### src/rtl/seg_scan_driver.sv
// rtl/seg_scan_driver.sv - multiplexed N-digit 7-segment scan driver
//
// Latches a packed hex word, decodes each nibble to 7-segment form and
// time-multiplexes the digits onto one shared segment bus with one-hot digit
// selects. Each digit slot begins with a short all-off gap so the previous
// digit's segments cannot ghost onto the next one. New values are taken into
// the display only at a frame boundary, so a frame never mixes two values.
//
// Ports:
//   clk         system clock
//   reset       asynchronous, active-low
//   enable      1: scanning runs; 0: display dark, scan position reset
//   load        1-cycle strobe capturing data/dp into the pending registers
//   data        4*NUM_DIGITS packed nibbles, nibble 0 = least significant digit
//   dp          decimal point per digit
//   lz_blank    1: suppress leading zeros (digit 0 always shown)
//   seg         {dp,g,f,e,d,c,b,a}, inverted when SEG_ACT_LOW=1
//   dig         one-hot digit select, inverted when DIG_ACT_LOW=1
//   frame_done  1-cycle pulse in the last cycle of each full scan frame

module seg_scan_driver #(
  parameter int NUM_DIGITS   = 4,
  parameter int SCAN_DIV     = 1000,
  parameter int BLANK_CYCLES = 2,
  parameter int SEG_ACT_LOW  = 0,
  parameter int DIG_ACT_LOW  = 1
) (
  input  logic                    clk,
  input  logic                    reset,
  input  logic                    enable,
  input  logic                    load,
  input  logic [4*NUM_DIGITS-1:0] data,
  input  logic [NUM_DIGITS-1:0]   dp,
  input  logic                    lz_blank,
  output logic [7:0]              seg,
  output logic [NUM_DIGITS-1:0]   dig,
  output logic                    frame_done
);

  localparam int CNT_W = (SCAN_DIV > 1) ? $clog2(SCAN_DIV) : 1;
  localparam int IDX_W = (NUM_DIGITS > 1) ? $clog2(NUM_DIGITS) : 1;

  localparam logic [CNT_W-1:0] CNT_LAST = CNT_W'(SCAN_DIV - 1);
  localparam logic [CNT_W-1:0] BLANK_L  = CNT_W'(BLANK_CYCLES);
  localparam logic [IDX_W-1:0] IDX_LAST = IDX_W'(NUM_DIGITS - 1);

  // Pin-level "off" patterns. XOR-ing an active-high value with these gives
  // the pin value for either polarity.
  localparam logic [7:0]            SEG_OFF = (SEG_ACT_LOW != 0) ? 8'hFF : 8'h00;
  localparam logic [NUM_DIGITS-1:0] DIG_OFF = (DIG_ACT_LOW != 0) ? '1 : '0;

  logic [CNT_W-1:0]        cnt;
  logic [IDX_W-1:0]        idx;
  logic [4*NUM_DIGITS-1:0] pend_data;
  logic [NUM_DIGITS-1:0]   pend_dp;
  logic                    pend_vld;
  logic [4*NUM_DIGITS-1:0] act_data;
  logic [NUM_DIGITS-1:0]   act_dp;
  logic                    running;

  logic                  slot_end;
  logic                  frame_end;
  logic                  copy;
  logic                  in_gap;
  logic [NUM_DIGITS-1:0] zero_from;
  logic [3:0]            cur_nib;
  logic                  cur_dp;
  logic                  cur_blank;
  logic [7:0]            seg_ah;
  logic [NUM_DIGITS-1:0] dig_ah;

  function automatic logic [6:0] seg_decode(input logic [3:0] n);
    case (n)
      4'h0:    seg_decode = 7'h3F;
      4'h1:    seg_decode = 7'h06;
      4'h2:    seg_decode = 7'h5B;
      4'h3:    seg_decode = 7'h4F;
      4'h4:    seg_decode = 7'h66;
      4'h5:    seg_decode = 7'h6D;
      4'h6:    seg_decode = 7'h7D;
      4'h7:    seg_decode = 7'h27;
      4'h8:    seg_decode = 7'h7F;
      4'h9:    seg_decode = 7'h67;
      4'hA:    seg_decode = 7'h77;
      4'hB:    seg_decode = 7'h7C;
      4'hC:    seg_decode = 7'h39;
      4'hD:    seg_decode = 7'h5E;
      4'hE:    seg_decode = 7'h79;
      default: seg_decode = 7'h71;
    endcase
  endfunction

  always_comb begin
    logic acc;
    slot_end  = (cnt == CNT_LAST);
    frame_end = slot_end && (idx == IDX_LAST);
    // Copy at a frame boundary, or on the first enabled cycle after the
    // display was dark (scan position is already at frame start then).
    copy      = enable && pend_vld && (frame_end || !running);
    in_gap    = (cnt < BLANK_L);

    // zero_from[i]: digit i and every digit above it are zero.
    zero_from = '0;
    acc       = 1'b1;
    for (int i = NUM_DIGITS - 1; i >= 0; i--) begin
      acc          = acc && (act_data[4*i +: 4] == 4'h0);
      zero_from[i] = acc;
    end

    cur_nib   = 4'h0;
    cur_dp    = 1'b0;
    cur_blank = 1'b0;
    dig_ah    = '0;
    for (int i = 0; i < NUM_DIGITS; i++) begin
      if (IDX_W'(i) == idx) begin
        cur_nib   = act_data[4*i +: 4];
        cur_dp    = act_dp[i];
        cur_blank = lz_blank && (i != 0) && zero_from[i];
        dig_ah[i] = 1'b1;
      end
    end

    seg_ah = {cur_dp, cur_blank ? 7'h00 : seg_decode(cur_nib)};
  end

  assign frame_done = enable && frame_end;

  always_ff @(posedge clk or negedge reset) begin
    if (!reset) begin
      cnt       <= '0;
      idx       <= '0;
      pend_data <= '0;
      pend_dp   <= '0;
      pend_vld  <= 1'b0;
      act_data  <= '0;
      act_dp    <= '0;
      running   <= 1'b0;
      seg       <= SEG_OFF;
      dig       <= DIG_OFF;
    end else begin
      running <= enable;

      // A load coinciding with the copy stays pending for the next frame.
      if (load) begin
        pend_data <= data;
        pend_dp   <= dp;
        pend_vld  <= 1'b1;
      end else if (copy) begin
        pend_vld  <= 1'b0;
      end

      if (copy) begin
        act_data <= pend_data;
        act_dp   <= pend_dp;
      end

      if (!enable) begin
        cnt <= '0;
        idx <= '0;
        seg <= SEG_OFF;
        dig <= DIG_OFF;
      end else begin
        if (slot_end) begin
          cnt <= '0;
          idx <= (idx == IDX_LAST) ? '0 : idx + 1'b1;
        end else begin
          cnt <= cnt + 1'b1;
        end

        if (in_gap) begin
          seg <= SEG_OFF;
          dig <= DIG_OFF;
        end else begin
          seg <= seg_ah ^ SEG_OFF;
          dig <= dig_ah ^ DIG_OFF;
        end
      end
    end
  end

endmodule
### config.mk
export PLATFORM = sky130hd
export DESIGN_NAME = seg_scan_driver
export DESIGN_NICKNAME = d
export VERILOG_FILES = /design/src/rtl/seg_scan_driver.sv
export SDC_FILE = /design/constraint.sdc
export NUM_CORES = 1
export LEC_CHECK = 0
export CORE_MARGIN = 3
export CORE_UTILIZATION = 40
export CTS_BUF_LIST = sky130_fd_sc_hd__clkbuf_16
export CTS_CLUSTER_SIZE = 14
export DETAILED_ROUTE_END_ITERATION = 10
export PLACE_DENSITY = 0.64
export SLEW_MARGIN = 10
export SYNTH_ARGS = -nofsm -noshare
export SYNTH_HDL_FRONTEND = slang
export SYNTH_SLANG_ARGS = --single-unit
### constraint.sdc
create_clock -name clk -period 6.5 [get_ports clk]
set_clock_uncertainty 0.05 [all_clocks]
set_input_delay 1.3 -clock clk [delete_from_list [all_inputs] [get_ports clk]]
set_output_delay 1.3 -clock clk [all_outputs]
set_load 0.01 [all_outputs]
==> flow_metrics.env, run 1 <==
export IMPL_status="completed"
export IMPL_grt_ovfl_total=0
export IMPL_start_util=0.417
export IMPL_power_mw=1.18
export IMPL_clk_latency_ns=0.32
export IMPL_wire_per_inst_um=14.1
export IMPL_synth_flop_cell="dfrtp_1"
export IMPL_netlist_area_mm2=0.00306
export IMPL_arrival_ns=2.74
export IMPL_crit_required_ns=5.15
export IMPL_drt_iter0_drc=35
export IMPL_holdWs_ns=0.427
export IMPL_synth_edff_count=0
export IMPL_cts_hold_buf=0
export IMPL_layout_common_cells="dfrtp_1, clkdlybuf4s50_1, mux2_2, mux2_4"
export IMPL_max_cap_violations=0
export IMPL_ys_seq_area_frac=0.542
export IMPL_worstSetupStartpointType="input pin"
export IMPL_syn_inst=242
export IMPL_ys_warn_count=0
export IMPL_cts_buffers=9
export IMPL_synth_simple_area_share=0.106
export IMPL_cp_startpoint="enable"
export IMPL_port_buffers=37
export IMPL_setup_tns_final_ns=0
export IMPL_ir_drop_uv=171
export IMPL_synth_compound_area_frac=0.0847
export IMPL_p_leak_nw=1.67
export IMPL_placementRows=31
export IMPL_placedCellCount=369
export IMPL_cts_max_level=3
export IMPL_cts_root_buf="clkbuf_16"
export IMPL_worstHoldStart="pend_vld"
export IMPL_synth_fp_nets=276
export IMPL_finalHoldViolCount=0
export IMPL_final_common_cell="dfrtp_1"
export IMPL_fin_nets=315
export IMPL_power_per_cell_area_mw_per_mm2=311
export IMPL_grt_util_all_layers=0.139
export IMPL_ys_ff_latch=66
export IMPL_worst_path_max_fanout=12
export IMPL_min_period_over_period=0.629
export IMPL_cts_setup_buffers=0
export IMPL_synth_top_family_by_area="multiplexers"
export IMPL_finalWirelength_um=5430
export IMPL_ant_nets=0
export IMPL_max_slew_margin_rel=0.372
export IMPL_synth_xor_area_frac=0.0172
export IMPL_drive_gt1_frac=0.217
export IMPL_cp_end_kind="output pin"
export IMPL_antenna_found_initial=0
export IMPL_synthAdderAreaFrac=0.0368
export IMPL_clock_sinks=66
export IMPL_cts_buffer_depth=2
export IMPL_worstSetupPathType="input pin to output pin"
export IMPL_max_freq_ghz=0.245
export IMPL_first_global_vias=1960
export IMPL_die_x_um=93.5
export IMPL_ys_types=38
export IMPL_hp_class="flop to flop"
export IMPL_dr_pass1_iters=4
export IMPL_die_area_mm2=0.00873
export IMPL_timing_final_max_slew_violations=0
export IMPL_setup_viol=0
export IMPL_synthToLayoutAreaGrowth_pct=24.1
export IMPL_dr_total_vias=1918
export IMPL_synth_mux_area_fraction=0.178
export IMPL_drc=0
export IMPL_rsz0062_at_grt="no"
export IMPL_antennaDiodeCount=0
export IMPL_die_h_um=93.5
export IMPL_r2r_start="idx[1]"
export IMPL_gp_congestion=0.826
export IMPL_tightest_slew_ns=0.939
export IMPL_fin_util=0.518
export IMPL_instances_no_fill=385
export IMPL_hpwl_um=3680
export IMPL_viasPerCell=4.98
export IMPL_grt_max_degree=67
export IMPL_ios=38
export IMPL_post_route_min_period_ns=4.09
export IMPL_path_clk_slew_ns=0.06
export IMPL_coreArea_mm2=0.00733
export IMPL_synth_area_per_cell_um2=12.6
export IMPL_async_reset_ff_frac=1.00
export IMPL_cts_resized=0
export IMPL_cts_tree="done"
export IMPL_grt_pass1_wl_um=9430
==> flip-flops by register name, summed over array words and instances, names as in the netlist <==
register and flops:
act_dp 4, pend_dp 4, dig 4, pend_vld 1, pend_data 16, idx 2
cnt 10, seg 8, act_data 16, running 1
==> layout make-up <==
type	count	area, um2
well taps	99	124
clock buffers	9	225
fillers	643	3530
repair buffers	38	373
clock inverters	7	86.3
flip-flops and latches	66	1660
inverters	10	37.5
multi-input cells	156	1290
==> synth_stat cells (3+ instances only) <==
master	instances	area share
dfrtp_1	62	0.51
mux2_2	20	0.074
mux2_4	20	0.098
nand2_1	11	0.013
nor2_1	11	0.013
a21oi_1	10	0.016
inv_1	10	0.012
ha_1	9	0.037
nand3_1	8	0.013
clkbuf_1	7	0.0086
a211oi_1	6	0.015
nor2b_1	6	0.012
a221oi_1	5	0.014
o21ai_0	5	0.0082
xor2_1	5	0.014
dfstp_2	4	0.034
nor3_1	4	0.0065
nor4_1	4	0.0082
a22oi_1	3	0.0074
and2_1	3	0.0061
and3_1	3	0.0061
nor3b_1	3	0.0074
or3_1	3	0.0061
==> stage by stage <==
step | worst slack, ns | area, um2
after floorplan | 3.40 | 3060
after global placement | 2.40 | 3480
after detailed placement | 2.39 | 3480
after CTS | 2.39 | 3800
after global routing | 2.30 | 3800
final | 2.41 | 3800
==> critical path: stages <==
cell             delay (ns)
clkdlybuf4s50_1        0.69
nand2_1                0.09
nor2_1                 0.12
clkdlybuf4s50_1        0.54
==> final timing paths <==
| kind | endpoint | slack [ns] | cells after the start |
|---|---|---|---|
| max | frame_done | 2.41 | 4 |
| min | pend_vld | 0.43 | 1 |
| max in group asynchronous | cnt[1] | 4.76 | 2 |
| max reg2reg | seg[3] | 3.50 | 10 |
| min in group asynchronous | act_data[9] | 1.10 | 2 |
| min reg2reg | pend_vld | 0.43 | 1 |
==> layer usage <==
metal  wire length, um  track usage  vias up
li1                  -            -      945
met1              2660        0.190      925
met2              2470        0.208       40
met3               219       0.0330        8
met4                84       0.0623        0
met5                 0            0        -
==> cell families after synthesis <==
group / count (synthesis)
adder cells (fa/ha/maj): 9
XOR/XNOR: 6
flip-flops: 66
multiplexers: 42
AND/OR/NAND/NOR: 61
AO/OA/AOI/OAI: 38
buffers and inverters: 20
==> where the power goes <==
part / leakage (nW) / switching (mW) / internal, mW
Clock: 0.158 / 0.168 / 0.332
Combinational: 0.699 / 0.0790 / 0.106
Sequential: 0.808 / 0.0339 / 0.462
Total: 1.67 / 0.281 / 0.899
(Power assumes the default switching activity.)
==> inputs of run 2 (changes only) <==
Settings changed: PLACE_DENSITY 0.64 to 0.66.
Clock period 6.5 ns to 3.4 ns, I/O delays scaled along.
==> run 2 against run 1 <==
Die area stayed put. Critical path type is now flop to output pin. Critical endpoint unchanged. Setup slack got worse by 2.1 ns. Sequential power rose by 92%. Non-clock buffer count grew 2. Utilization decreased by 0.12 points. Sequential share of layout area up 0.10 points.
==> flow_metrics.env, run 2 (synthesis results as in run 1) <==
export IMPL_status="completed"
export IMPL_p_leak_nw=1.66
export IMPL_p_seq_frac=0.435
export IMPL_use_met3=0.0507
export IMPL_layout_common_cells="dfrtp_1, clkdlybuf4s50_1, mux2_2, mux2_4, inv_1"
export IMPL_clock_sinks=66
export IMPL_worstSetupStartpointType="flop"
export IMPL_holdWs_ns=0.223
export IMPL_cts_max_level=3
export IMPL_max_slew_margin_rel=0.389
export IMPL_hpwl_um=4010
export IMPL_dr_pass1_iters=6
export IMPL_start_util=0.417
export IMPL_grt_pass1_wl_um=9450
export IMPL_power_per_cell_area_mw_per_mm2=577
export IMPL_port_buffers=37
export IMPL_hp_class="input pin to async pin"
export IMPL_cts_setup_buffers=0
export IMPL_antenna_found_initial=0
export IMPL_rsz0062_at_grt="no"
export IMPL_ff_latch_area_mm2=0.00166
export IMPL_cts_tree="done"
export IMPL_dr_total_vias=1969
export IMPL_tightest_slew_ns=0.913
export IMPL_antennaDiodeCount=0
export IMPL_power_share_clock=0.403
export IMPL_ir_drop_uv=314
export IMPL_finalHoldViolCount=0
export IMPL_top_usage_layer="met2"
export IMPL_power_share_combinational=0.162
export IMPL_fillerInstances=643
export IMPL_multi_input_area_mm2=0.00129
export IMPL_cts_root_buf="clkbuf_16"
export IMPL_die_x_um=93.5
export IMPL_reg_top3="act_data: 16 flops, pend_data: 16 flops, cnt: 10 flops"
export IMPL_ant_nets=0
export IMPL_final_area_mm2=0.00379
export IMPL_min_period_over_period=0.914
export IMPL_post_route_min_period_ns=3.11
export IMPL_max_cap_violations=0
export IMPL_final_common_cell="dfrtp_1"
export IMPL_drive_gt1_frac=0.222
export IMPL_path_clk_slew_ns=0.05
export IMPL_synthToLayoutAreaGrowth_pct=23.8
export IMPL_worstSetupPathType="flop to output pin"
export IMPL_use_met1=0.189
export IMPL_cts_resized=0
export IMPL_power_mw=2.19
export IMPL_gp_congestion=0.818
export IMPL_ios=38
export IMPL_grt_max_degree=32
export IMPL_setup_viol=0
export IMPL_grt_util_all_layers=0.143
export IMPL_wire_per_inst_um=14.3
export IMPL_drc=0
export IMPL_first_global_vias=1954
export IMPL_cts_buffers=9
export IMPL_switching_share=0.247
export IMPL_die_h_um=93.5
export IMPL_clk_latency_ns=0.33
export IMPL_max_freq_ghz=0.322
export IMPL_setup_tns_final_ns=0
export IMPL_drt_iter0_drc=113
export IMPL_viasPerCell=5.09
export IMPL_crit_required_ns=2.67
export IMPL_arrival_ns=2.38
export IMPL_placementRows=31
export IMPL_grt_ovfl_total=0
export IMPL_use_met2=0.205
export IMPL_rr_worst_depth=10
export IMPL_fin_ws_ns=0.292
export IMPL_timing_final_max_slew_violations=0
export IMPL_p_sw_mw=0.541
export IMPL_intPower_mw=1.64
export IMPL_post_place_ws_ns=0.624
export IMPL_cts_hold_buf=0
export IMPL_cp_end_kind="output pin"
export IMPL_finalWirelength_um=5530
export IMPL_fin_nets=317
export IMPL_die_area_mm2=0.00873
export IMPL_place_area_mm2=0.00350
export IMPL_worst_path_max_fanout=7
export IMPL_cts_buffer_depth=2
export IMPL_coreArea_mm2=0.00733
==> run 2: cell count changes in the layout (fill, tap and decap cells not counted), sizes merged <==
cell      change
clkinvlp      +2
buf           +2
bufinv        -1
clkinv        -2
inv           +1
==> run 2: path summary, 6_finish.rpt <==
kind / startpoint / to / slack [ns]
max in group asynchronous: reset / dig[1] / 2.30
hold reg to reg: pend_vld / pend_vld / 0.44
setup reg to reg: idx[1] / seg[3] / 0.61
setup / recovery: cnt[0] / frame_done / 0.29
min in group clk: pend_vld / pend_vld / 0.44
hold / removal: reset / pend_data[0] / 0.22
==> run 2: worst max-delay path, cell delays in order, from the launching register on <==
cell	delay, ns
dfrtp_1	0.38
ha_1	0.27
nand3_1	0.10
or4_1	0.57
nor2_1	0.18
clkdlybuf4s50_1	0.55
==> run 2: per-layer routing <==
metal	wire length (um)	up-vias
li1	-	954
met1	2640	955
met2	2500	50
met3	276	10
met4	116	0
met5	0	-
==> run 2: through the flow <==
stage               cells  utilization
finish                387        0.517
global route          387        0.517
CTS                   387        0.517
detailed placement    371        0.477
global placement      371        0.477
floorplan             242            -
==> run 2: layout make-up <==
type / count / share of cell area
Clock buffer: 9 / 0.0595
Clock inverter: 7 / 0.0165
Inverter: 10 / 0.00991
Multi-Input combinational cell: 156 / 0.342
Sequential cell: 66 / 0.437
Tap cell: 99 / 0.0327
Timing Repair Buffer: 40 / 0.102
==> run 2: power by group through the flow <==
stage	Clock, mW	Sequential, mW	Combinational, mW
floorplan	0	0.944	0.252
global placement	0	0.963	0.349
detailed placement	0	0.965	0.356
CTS	0.907	0.953	0.357
global route	0.938	0.965	0.394
finish	0.882	0.951	0.353
